### config.mk
export PLATFORM = sky130hd
export DESIGN_NAME = tone_phase_seq
export DESIGN_NICKNAME = d
export VERILOG_FILES = /design/src/rtl/tone_pkg.sv /design/src/rtl/tone_slot_update.sv /design/src/rtl/tone_phase_seq.sv
export SDC_FILE = /design/constraint.sdc
export NUM_CORES = 1
export LEC_CHECK = 0
export CAP_MARGIN = 40
export CORE_MARGIN = 1.5
export CORE_UTILIZATION = 45
export CTS_CLUSTER_DIAMETER = 50
export CTS_CLUSTER_SIZE = 30
export DETAILED_ROUTE_END_ITERATION = 7
export SYNTH_ARGS = -nofsm -noshare
export SYNTH_HDL_FRONTEND = slang
export SYNTH_SLANG_ARGS = --single-unit
### constraint.sdc
create_clock -name clk_in -period 9.2 [get_ports clk_in]
set_input_delay 2.3 -clock clk_in [delete_from_list [all_inputs] [get_ports clk_in]]
set_output_delay 2.3 -clock clk_in [all_outputs]
set_load 0.02 [all_outputs]
### src/rtl/tone_pkg.sv
// Shared definitions for the tone phase sequencer: default sizes, register
// field selectors, control word bit positions and the waveform type codes
// that wave_lut understands.
package tone_pkg;

   // Default channel count and divider width used by the top-level parameters.
   localparam int DEFAULT_NUM_CH = 4;
   localparam int DEFAULT_DIV_W  = 12;

   // Phase is a 5-bit index into a 32-entry waveform table.
   localparam int PHASE_W = 5;

   // reg_field_in selects which per-channel register a write targets.
   localparam logic REG_FIELD_DIV  = 1'b0;
   localparam logic REG_FIELD_CTRL = 1'b1;

   // Bit positions inside a control write word.
   localparam int CTRL_TYPE_LSB = 0;
   localparam int CTRL_TYPE_MSB = 2;
   localparam int CTRL_EN_BIT   = 3;
   localparam int CTRL_PRST_BIT = 4;

   // Waveform codes passed through to wave_lut. The sequencer advances every
   // type identically; only wave_lut gives them different meanings.
   typedef enum logic [2:0] {
      SQR50    = 3'd0,
      SQR12    = 3'd1,
      SQR25    = 3'd2,
      SQR75    = 3'd3,
      MEM_FULL = 3'd4,
      MEM_LO   = 3'd5,
      MEM_HI   = 3'd6,
      NOISE    = 3'd7
   } waveType_e;

endpackage

### src/rtl/tone_slot_update.sv
// Next-state logic for a single channel slot. The top muxes the serviced
// channel's registers in, and this block decides whether the divider counter
// reloads or counts down and whether the phase advances.
module tone_slot_update
   import tone_pkg::*;
#(
   parameter int DIV_W = DEFAULT_DIV_W
) (
   input  logic [DIV_W-1:0]   cnt,
   input  logic [PHASE_W-1:0] phase,
   input  logic [DIV_W-1:0]   div,
   input  logic               en,
   input  logic               phaseRst,
   output logic [DIV_W-1:0]   nextCnt,
   output logic [PHASE_W-1:0] nextPhase,
   output logic               tick
);

   // A phase reset wins over everything: the phase restarts at zero and the
   // counter restarts a full period without producing a tick. Otherwise an
   // enabled channel with a non-zero divider counts down and, on expiry,
   // reloads and steps its phase. A zero divider means frozen, not fastest.
   always_comb begin
      nextCnt   = cnt;
      nextPhase = phase;
      tick      = 1'b0;
      if (phaseRst) begin
         nextCnt   = div;
         nextPhase = '0;
      end else if (en && (div != '0)) begin
         if (cnt == '0) begin
            nextCnt   = div;
            nextPhase = phase + PHASE_W'(1);
            tick      = 1'b1;
         end else begin
            nextCnt = cnt - DIV_W'(1);
         end
      end
   end

endmodule

### src/rtl/tone_phase_seq.sv
// Time-multiplexed phase generator feeding wave_lut. Each clock services one
// channel in round-robin order, advances its phase and presents the phase and
// waveform type one cycle later, tagged with the channel number.
module tone_phase_seq
   import tone_pkg::*;
#(
   parameter  int NUM_CH = DEFAULT_NUM_CH,
   parameter  int DIV_W  = DEFAULT_DIV_W,
   localparam int CH_W   = $clog2(NUM_CH)
) (
   input  logic               clk_in,
   input  logic               reset_in,
   input  logic               reg_we_in,
   input  logic [CH_W-1:0]    reg_ch_in,
   input  logic               reg_field_in,
   input  logic [DIV_W-1:0]   reg_data_in,
   output logic [PHASE_W-1:0] lut_addr_out,
   output logic [2:0]         wave_type_out,
   output logic [CH_W-1:0]    ch_out,
   output logic               ch_en_out,
   output logic               tick_out,
   output logic               valid_out
);

   logic [DIV_W-1:0]   divReg   [NUM_CH];
   logic [DIV_W-1:0]   cntReg   [NUM_CH];
   logic [PHASE_W-1:0] phaseReg [NUM_CH];
   waveType_e          typeReg  [NUM_CH];
   logic [NUM_CH-1:0]  enReg;

   logic [CH_W-1:0]    slot;

   logic               isDivWrite;
   logic               isCtrlWrite;
   logic               ctrlPhaseRst;
   logic               servicePhaseRst;

   logic [DIV_W-1:0]   curDiv;
   logic [DIV_W-1:0]   curCnt;
   logic [PHASE_W-1:0] curPhase;
   logic               curEn;
   waveType_e          curType;

   logic [DIV_W-1:0]   nextCnt;
   logic [PHASE_W-1:0] nextPhase;
   logic               nextTick;

   // Decode the register write strobe. A phase reset aimed at the channel
   // being serviced this cycle is handed to the slot update so it can take
   // priority over the normal count/advance; writes to other channels are
   // handled directly in the counter/phase register block.
   always_comb begin
      isDivWrite      = reg_we_in && (reg_field_in == REG_FIELD_DIV);
      isCtrlWrite     = reg_we_in && (reg_field_in == REG_FIELD_CTRL);
      ctrlPhaseRst    = reg_data_in[CTRL_PRST_BIT];
      servicePhaseRst = isCtrlWrite && ctrlPhaseRst && (reg_ch_in == slot);
   end

   // Pick out the serviced channel's registers. These are the values held
   // before any write landing on this edge, so a write that collides with its
   // own channel's slot only affects later slots.
   always_comb begin
      curDiv   = divReg[slot];
      curCnt   = cntReg[slot];
      curPhase = phaseReg[slot];
      curEn    = enReg[slot];
      curType  = typeReg[slot];
   end

   tone_slot_update #(
      .DIV_W(DIV_W)
   ) slotUpdate (
      .cnt      (curCnt),
      .phase    (curPhase),
      .div      (curDiv),
      .en       (curEn),
      .phaseRst (servicePhaseRst),
      .nextCnt  (nextCnt),
      .nextPhase(nextPhase),
      .tick     (nextTick)
   );

   // Round-robin slot pointer. NUM_CH is a power of two so the natural
   // wrap of the counter takes it from NUM_CH-1 back to zero with no stalls.
   always_ff @(posedge clk_in or posedge reset_in) begin
      if (reset_in) begin
         slot <= '0;
      end else begin
         slot <= slot + CH_W'(1);
      end
   end

   // Running counter and phase per channel. The serviced channel takes the
   // slot update result; any other channel only changes when a control
   // write with phase reset targets it, which restarts it from its current
   // divider. The phase reset bit itself is never stored.
   always_ff @(posedge clk_in or posedge reset_in) begin
      if (reset_in) begin
         for (int i = 0; i < NUM_CH; i++) begin
            cntReg[i]   <= '0;
            phaseReg[i] <= '0;
         end
      end else begin
         for (int i = 0; i < NUM_CH; i++) begin
            if (CH_W'(i) == slot) begin
               cntReg[i]   <= nextCnt;
               phaseReg[i] <= nextPhase;
            end else if (isCtrlWrite && ctrlPhaseRst && (reg_ch_in == CH_W'(i))) begin
               cntReg[i]   <= divReg[i];
               phaseReg[i] <= '0;
            end
         end
      end
   end

   // Divider registers. A new divider does not disturb a running count; it
   // is only picked up the next time that channel's counter reloads.
   always_ff @(posedge clk_in or posedge reset_in) begin
      if (reset_in) begin
         for (int i = 0; i < NUM_CH; i++) begin
            divReg[i] <= '0;
         end
      end else begin
         for (int i = 0; i < NUM_CH; i++) begin
            if (isDivWrite && (reg_ch_in == CH_W'(i))) begin
               divReg[i] <= reg_data_in;
            end
         end
      end
   end

   // Control registers: waveform type and enable for each channel.
   always_ff @(posedge clk_in or posedge reset_in) begin
      if (reset_in) begin
         enReg <= '0;
         for (int i = 0; i < NUM_CH; i++) begin
            typeReg[i] <= SQR50;
         end
      end else begin
         for (int i = 0; i < NUM_CH; i++) begin
            if (isCtrlWrite && (reg_ch_in == CH_W'(i))) begin
               typeReg[i] <= waveType_e'(reg_data_in[CTRL_TYPE_MSB:CTRL_TYPE_LSB]);
               enReg[i]   <= reg_data_in[CTRL_EN_BIT];
            end
         end
      end
   end

   // Output stage: one cycle after a slot is serviced, present its channel,
   // updated phase, the control values it was serviced with and whether it
   // ticked. Reset clears everything at once so no partial slot escapes.
   always_ff @(posedge clk_in or posedge reset_in) begin
      if (reset_in) begin
         lut_addr_out  <= '0;
         wave_type_out <= '0;
         ch_out        <= '0;
         ch_en_out     <= 1'b0;
         tick_out      <= 1'b0;
         valid_out     <= 1'b0;
      end else begin
         lut_addr_out  <= nextPhase;
         wave_type_out <= curType;
         ch_out        <= slot;
         ch_en_out     <= curEn;
         tick_out      <= nextTick;
         valid_out     <= 1'b1;
      end
   end

endmodule

Yosys cells after proc, flatten, opt, wreduce, memory -nomap -nowiden
Cells that the tools add are included.

Bits of input ports: 18. Logic and storage cells: 105. Register bits: 147. Output and inout port bits: 13.

$lt $le $gt $ge: 2. Add/subtract/negate cells: 3. Eq/ne operators: 7. Muxes and demuxes: 39. Reduce and logical (&&, ||, !) cells: 25. Bitwise operators: 2.

Operator list (count): $mux W12 (15); $mux W5 (13); $bmux W12 S2 (2); $logic_and A1 B1 Y1 (17); $logic_not A12 Y1 (1); $reduce_bool A12 Y1 (1); $sub A12 B1 Y12 const B (1); $bmux W5 S2 (1); $reduce_bool A2 Y1 (4); $bmux W3 S2 (1); $mux W3 (2); $add A5 B1 Y5 const B (1); $eq A2 B2 Y1 const A (2); $eq A2 B2 Y1 const B (2); $logic_not A2 Y1 (2); $mux W1 (4); $ge A3 B3 Y1 const B (1); $lt A2 B3 Y1 const B (1); $not A2 Y3 (1); $add A2 B1 Y2 const B (1); $bmux W1 S2 (1); $eq A1 B2 Y1 const A (1); $eq A2 B1 Y1 const B (1); $eq A2 B2 Y1 (1); $not A1 Y1 (1).

Depth between registers and ports, before layout
Word-level depth: 9. Mapped depth: 15. Mapped depth without buffers: 9.

Modules after synthesis
From an unflattened synthesis, not the netlist that was laid out.

Cells, all modules: 525. Area total of the unflattened synthesis: 7204.4 um^2.

By module, submodules not included: tone_phase_seq (instances 1, seq. area each 3678.5 um^2, area each 6593.8 um^2, cells each 428); tone_slot_update (instances 1, seq. area each 0.0 um^2, area each 610.6 um^2, cells each 97).

Least setup slack after synthesis
OpenSTA, ideal clock, no wires.

Path kind: input -> register. Start point: input port reg_ch_in[1]. End point: register cntReg[24] (netlist name). Stages: 8. Arrival: 4.015 ns. Setup time: 0.137 ns. Slack: 5.048 ns. Cells stage by stage: clkbuf_1 > nand4b_1 > or2_2 > clkbuf_1 > buf_1 > mux2_2 > nor2_1 > a21oi_1.

Cells in the longest elaborated chain, start to end: 4. Elaborated cells on any way between the ends: 7.

Ends and longest elaborated chain: start, declared (line tone_phase_seq.sv:14) `input logic [CH_W-1:0] reg_ch_in,`; $eq A2 B2 Y1 (line tone_phase_seq.sv:56) `servicePhaseRst = isCtrlWrite && ctrlPhaseRst && (reg_ch_in == slot);`; $logic_and A1 B1 Y1 (line tone_phase_seq.sv:56); $mux W12 (line tone_slot_update.sv:27) `if (phaseRst) begin`; $mux W12 (line tone_phase_seq.sv:105) `if (CH_W'(i) == slot) begin`; end signal, assigned by index (line tone_phase_seq.sv:106) `cntReg[i] <= nextCnt;`; end signal, assigned by index (line tone_phase_seq.sv:109) `cntReg[i] <= divReg[i];`; end, declared (line tone_phase_seq.sv:26) `logic [DIV_W-1:0] cntReg [NUM_CH];`.

Several ways; a longest one is shown, not always the timed one. A chain may end at the register's enable or synchronous reset.

Worst setup path after layout
Start point: input port reg_field_in. End point: register cntReg[39] (netlist name).

Cells in the longest elaborated chain, start to end: 5. Elaborated cells on any way between the ends: 7.

Ends and longest elaborated chain: start, declared (line tone_phase_seq.sv:15) `input logic reg_field_in,`; $logic_and A1 B1 Y1 (*) (line tone_phase_seq.sv:54) `isCtrlWrite = reg_we_in && (reg_field_in == REG_FIELD_CTRL);`; $logic_and A1 B1 Y1 (*) (line tone_phase_seq.sv:56, tone_phase_seq.sv:108); $logic_and A1 B1 Y1 (line tone_phase_seq.sv:56); $mux W12 (line tone_slot_update.sv:27); $mux W12 (line tone_phase_seq.sv:105).

Every way passes the cells marked *; elsewhere a longest branch is shown, timed or not.

==> reports/metrics.yaml <==
run_status:
  status: "finished clean"
clock_tree:
  numCtsBuffers: 17
  cts_root_buf: "clkbuf_16"
  cts_tree: "done"
  path_clk_slew_ns: 0.06
  cts.hold.buffers_added: 0
  cts_sinks: 147
  cts_buffer_depth: 2
  postCtsResizedCells: 0
  cts_setup_buffers: 0
  cts_htree_levels: 4
  insertion_delay_ns: 0.43
floorplan:
  rows: 47
  initial_core_util_pct: 46.1
  die_x_um: 134
  boundaryPins: 31
  die_area_um2: 17900
  die_h_um: 134
  fp.coreArea_um2: 16600
global_routing:
  grt_max_degree: 76
  antenna_found_initial: 0
  use_met1_pct: 30.2
  grt_pass1_vias: 5457
  grt_busiest_layer: "met2"
  grt.total_usage_pct: 23.0
  grt_pass1_wl_um: 30800
  grtUsageMet2_pct: 38.3
  grt_overflow_total: 0
  grt_use_met3_pct: 4.76
sta:
  finalHoldViolCount: 0
  fin_hold_ws_ns: 0.502
  timing.slew.headroom_pct: 37.8
  worst_pin_slew_ns: 0.930
  rsz0062_at_grt: "false"
  fin_crit_ns: 4.80
  max_freq_mhz: 208
  tns_ns: 0
  setup_violations: 0
  skew_ns: 0.00970
  fin_crit_sh_pct: 52.2
  final_max_slew_viol_count: 0
synth:
  synthTopCellsByArea: "dfrtp_1 48%, mux2_2 15%, mux4_2 9.7%, o22ai_1 2.6%, a31oi_1 2.4%"
  yosysMostFrequentCell: "dfrtp_1"
  synth_area_leader_cell: "dfrtp_1"
  yosysTopAreaCellShare_pct: 47.9
  synthTopCellsByCount: "147 x dfrtp_1, 105 x mux2_2, 43 x nand2_1"
  synth_fp_nets: 663
  synthAdderAreaFrac_pct: 0.978
  synth_top_family_by_area: "multiplexers"
  ys_ff_latch: 147
  netlist_instances: 639
  synth-simple-area-share_pct: 9.78
  synth_compound_area_share_pct: 9.76
  synth_area_per_cell_um2: 12.0
  ys.flop_type: "dfrtp_1"
  synth.area.mux_share_pct: 27.4
  async_flop_share_pct: 100
  syn_area_um2: 7680
  ys_seq_area_share_pct: 47.9
  yosys_warnings: 0
  yosysUniqueCellTypes: 48
  synth_xor_area_share_pct: 0.798
  synth_edf_count: 0
power_and_ir_drop:
  irDropWorstVdd_v: 0.000165
  leakage_nw: 3.84
  p_per_area_nw_per_um2: 259
placement:
  post-dp-hpwl_um: 12500
  gp_congestion: 0.815
  placed_cells: 855
  io_buffers: 30
min_path:
  hp-class: "reg -> reg"
worst_setup_path:
  start_kind: "primary input"
  critPathSlowestCell: "clkdlybuf4s50_1"
  path_class: "in -> reg"
  endpoint_kind: "register"
  cp_max_fo: 9
  cp_top_family: "simple AND/OR/NAND/NOR gates"
  crit_chain: "clkdlybuf4s50_1, nand2_1, nor3_1, nand2_1, buf_6, mux2_2, o22ai_1, a31oi_1"
  crit_arrival_ns: 5.08
  critical_path_required_ns: 9.48
  critical_path.most_common_cell: "nand2_1"
  slowest_delay_ns: 0.73
  crit_buf_inv: 2
flow_run:
  maxCapViolations: 0
detailed_routing:
  route.detailed.drc: 0
  dr.pass1.iters: 5
  wl_per_cell_um: 21.8
  vias: 5305
  antenna_left: 0
  drtIter0Drc: 490
  drt-total-wl_um: 19300
  viasPerCell: 5.99
finish:
  fin_nets: 678
  stdcell_count: 886
  syn_to_final_growth_pct: 16.2
  drive_above_1_share_pct: 30.8
  final_core_util_pct: 53.6
  num_antenna_cells: 0
[placed cells by master, fill, tap and decap left out, types with 17 or more instances in the layout]
| cell type | count |
|---|---|
| clkbuf_16 | 17 |
| mux4_2 | 33 |
| mux2_2 | 105 |
| o22ai_1 | 32 |
| dfrtp_1 | 145 |
| clkdlybuf4s50_1 | 30 |
| nor2_1 | 41 |
| nand2_1 | 43 |
| mux2i_1 | 18 |
| a31oi_1 | 30 |
| nand2b_1 | 20 |
[sequential cells by signal (all words and copies together) (netlist names)]
name,flops
divReg,48
ch_out,2
phaseReg,20
ch_en_out,1
wave_type_out,3
tick_out,1
enReg,4
valid_out,1
cntReg,48
slot,2
lut_addr_out,5
typeReg,12
[layout make-up]
cell class	count	area, um2
Clock buffer	19	453
Clock inverter	12	228
Fill cell	1392	7720
Sequential cell	147	3680
Tap cell	220	275
Inverter	12	50.0
Timing Repair Buffer	44	449
Multi-Input combinational cell	432	3790
[power breakdown]
group	switching [W]	leakage, nW	internal [W]	total (W)
clock network	0.000277	0.330	0.000523	0.000799
registers	0.000102	1.82	0.000818	0.000921
logic	0.000278	1.69	0.000311	0.000589
[logic make-up (layout without fill, tap and decap cells)]
logic type | count (synthesis) | count (layout)
AND/OR/NAND/NOR | 148 | 148
multiplexers | 156 | 156
AO/OA/AOI/OAI | 114 | 114
buffers and inverters | 60 | 87
flip-flops | 147 | 147
adder cells (fa/ha/maj) | 6 | 6
other | 1 | 1
XOR/XNOR | 7 | 7
[path summary, 6_finish.rpt]
kind | startpoint | end | slack (ns) | depth (start not counted)
worst max-delay path | reg_field_in | cntReg[39] | 4.40 | 8
worst min-delay path | typeReg[10] | typeReg[10] | 0.50 | 1
worst max register to register | slot[0] | cntReg[0] | 5.30 | 7
worst min register to register | typeReg[10] | typeReg[10] | 0.50 | 1
max in group asynchronous | reset_in | phaseReg[18] | 5.69 | 4
min in group asynchronous | reset_in | typeReg[1] | 2.34 | 2
[through the flow]
| stage | setup WS [ns] | area, um2 | power (W) |
|---|---|---|---|
| finish | 4.40 | 8930 | 0.00231 |
| global route | 4.22 | 8930 | 0.00242 |
| CTS | 4.38 | 8930 | 0.00232 |
| detailed placement | 3.98 | 8250 | 0.00152 |
| global placement | 3.84 | 8170 | 0.00148 |
| floorplan | 2.95 | 7680 | 0.00136 |
[per-layer routing]
layer	part of all wire [%]	vias up
li1	-	2396
met1	43	2731
met2	50	148
met3	4.6	30
met4	1.9	0
met5	0	-
No activity file was read; power rests on OpenSTA's default activity.
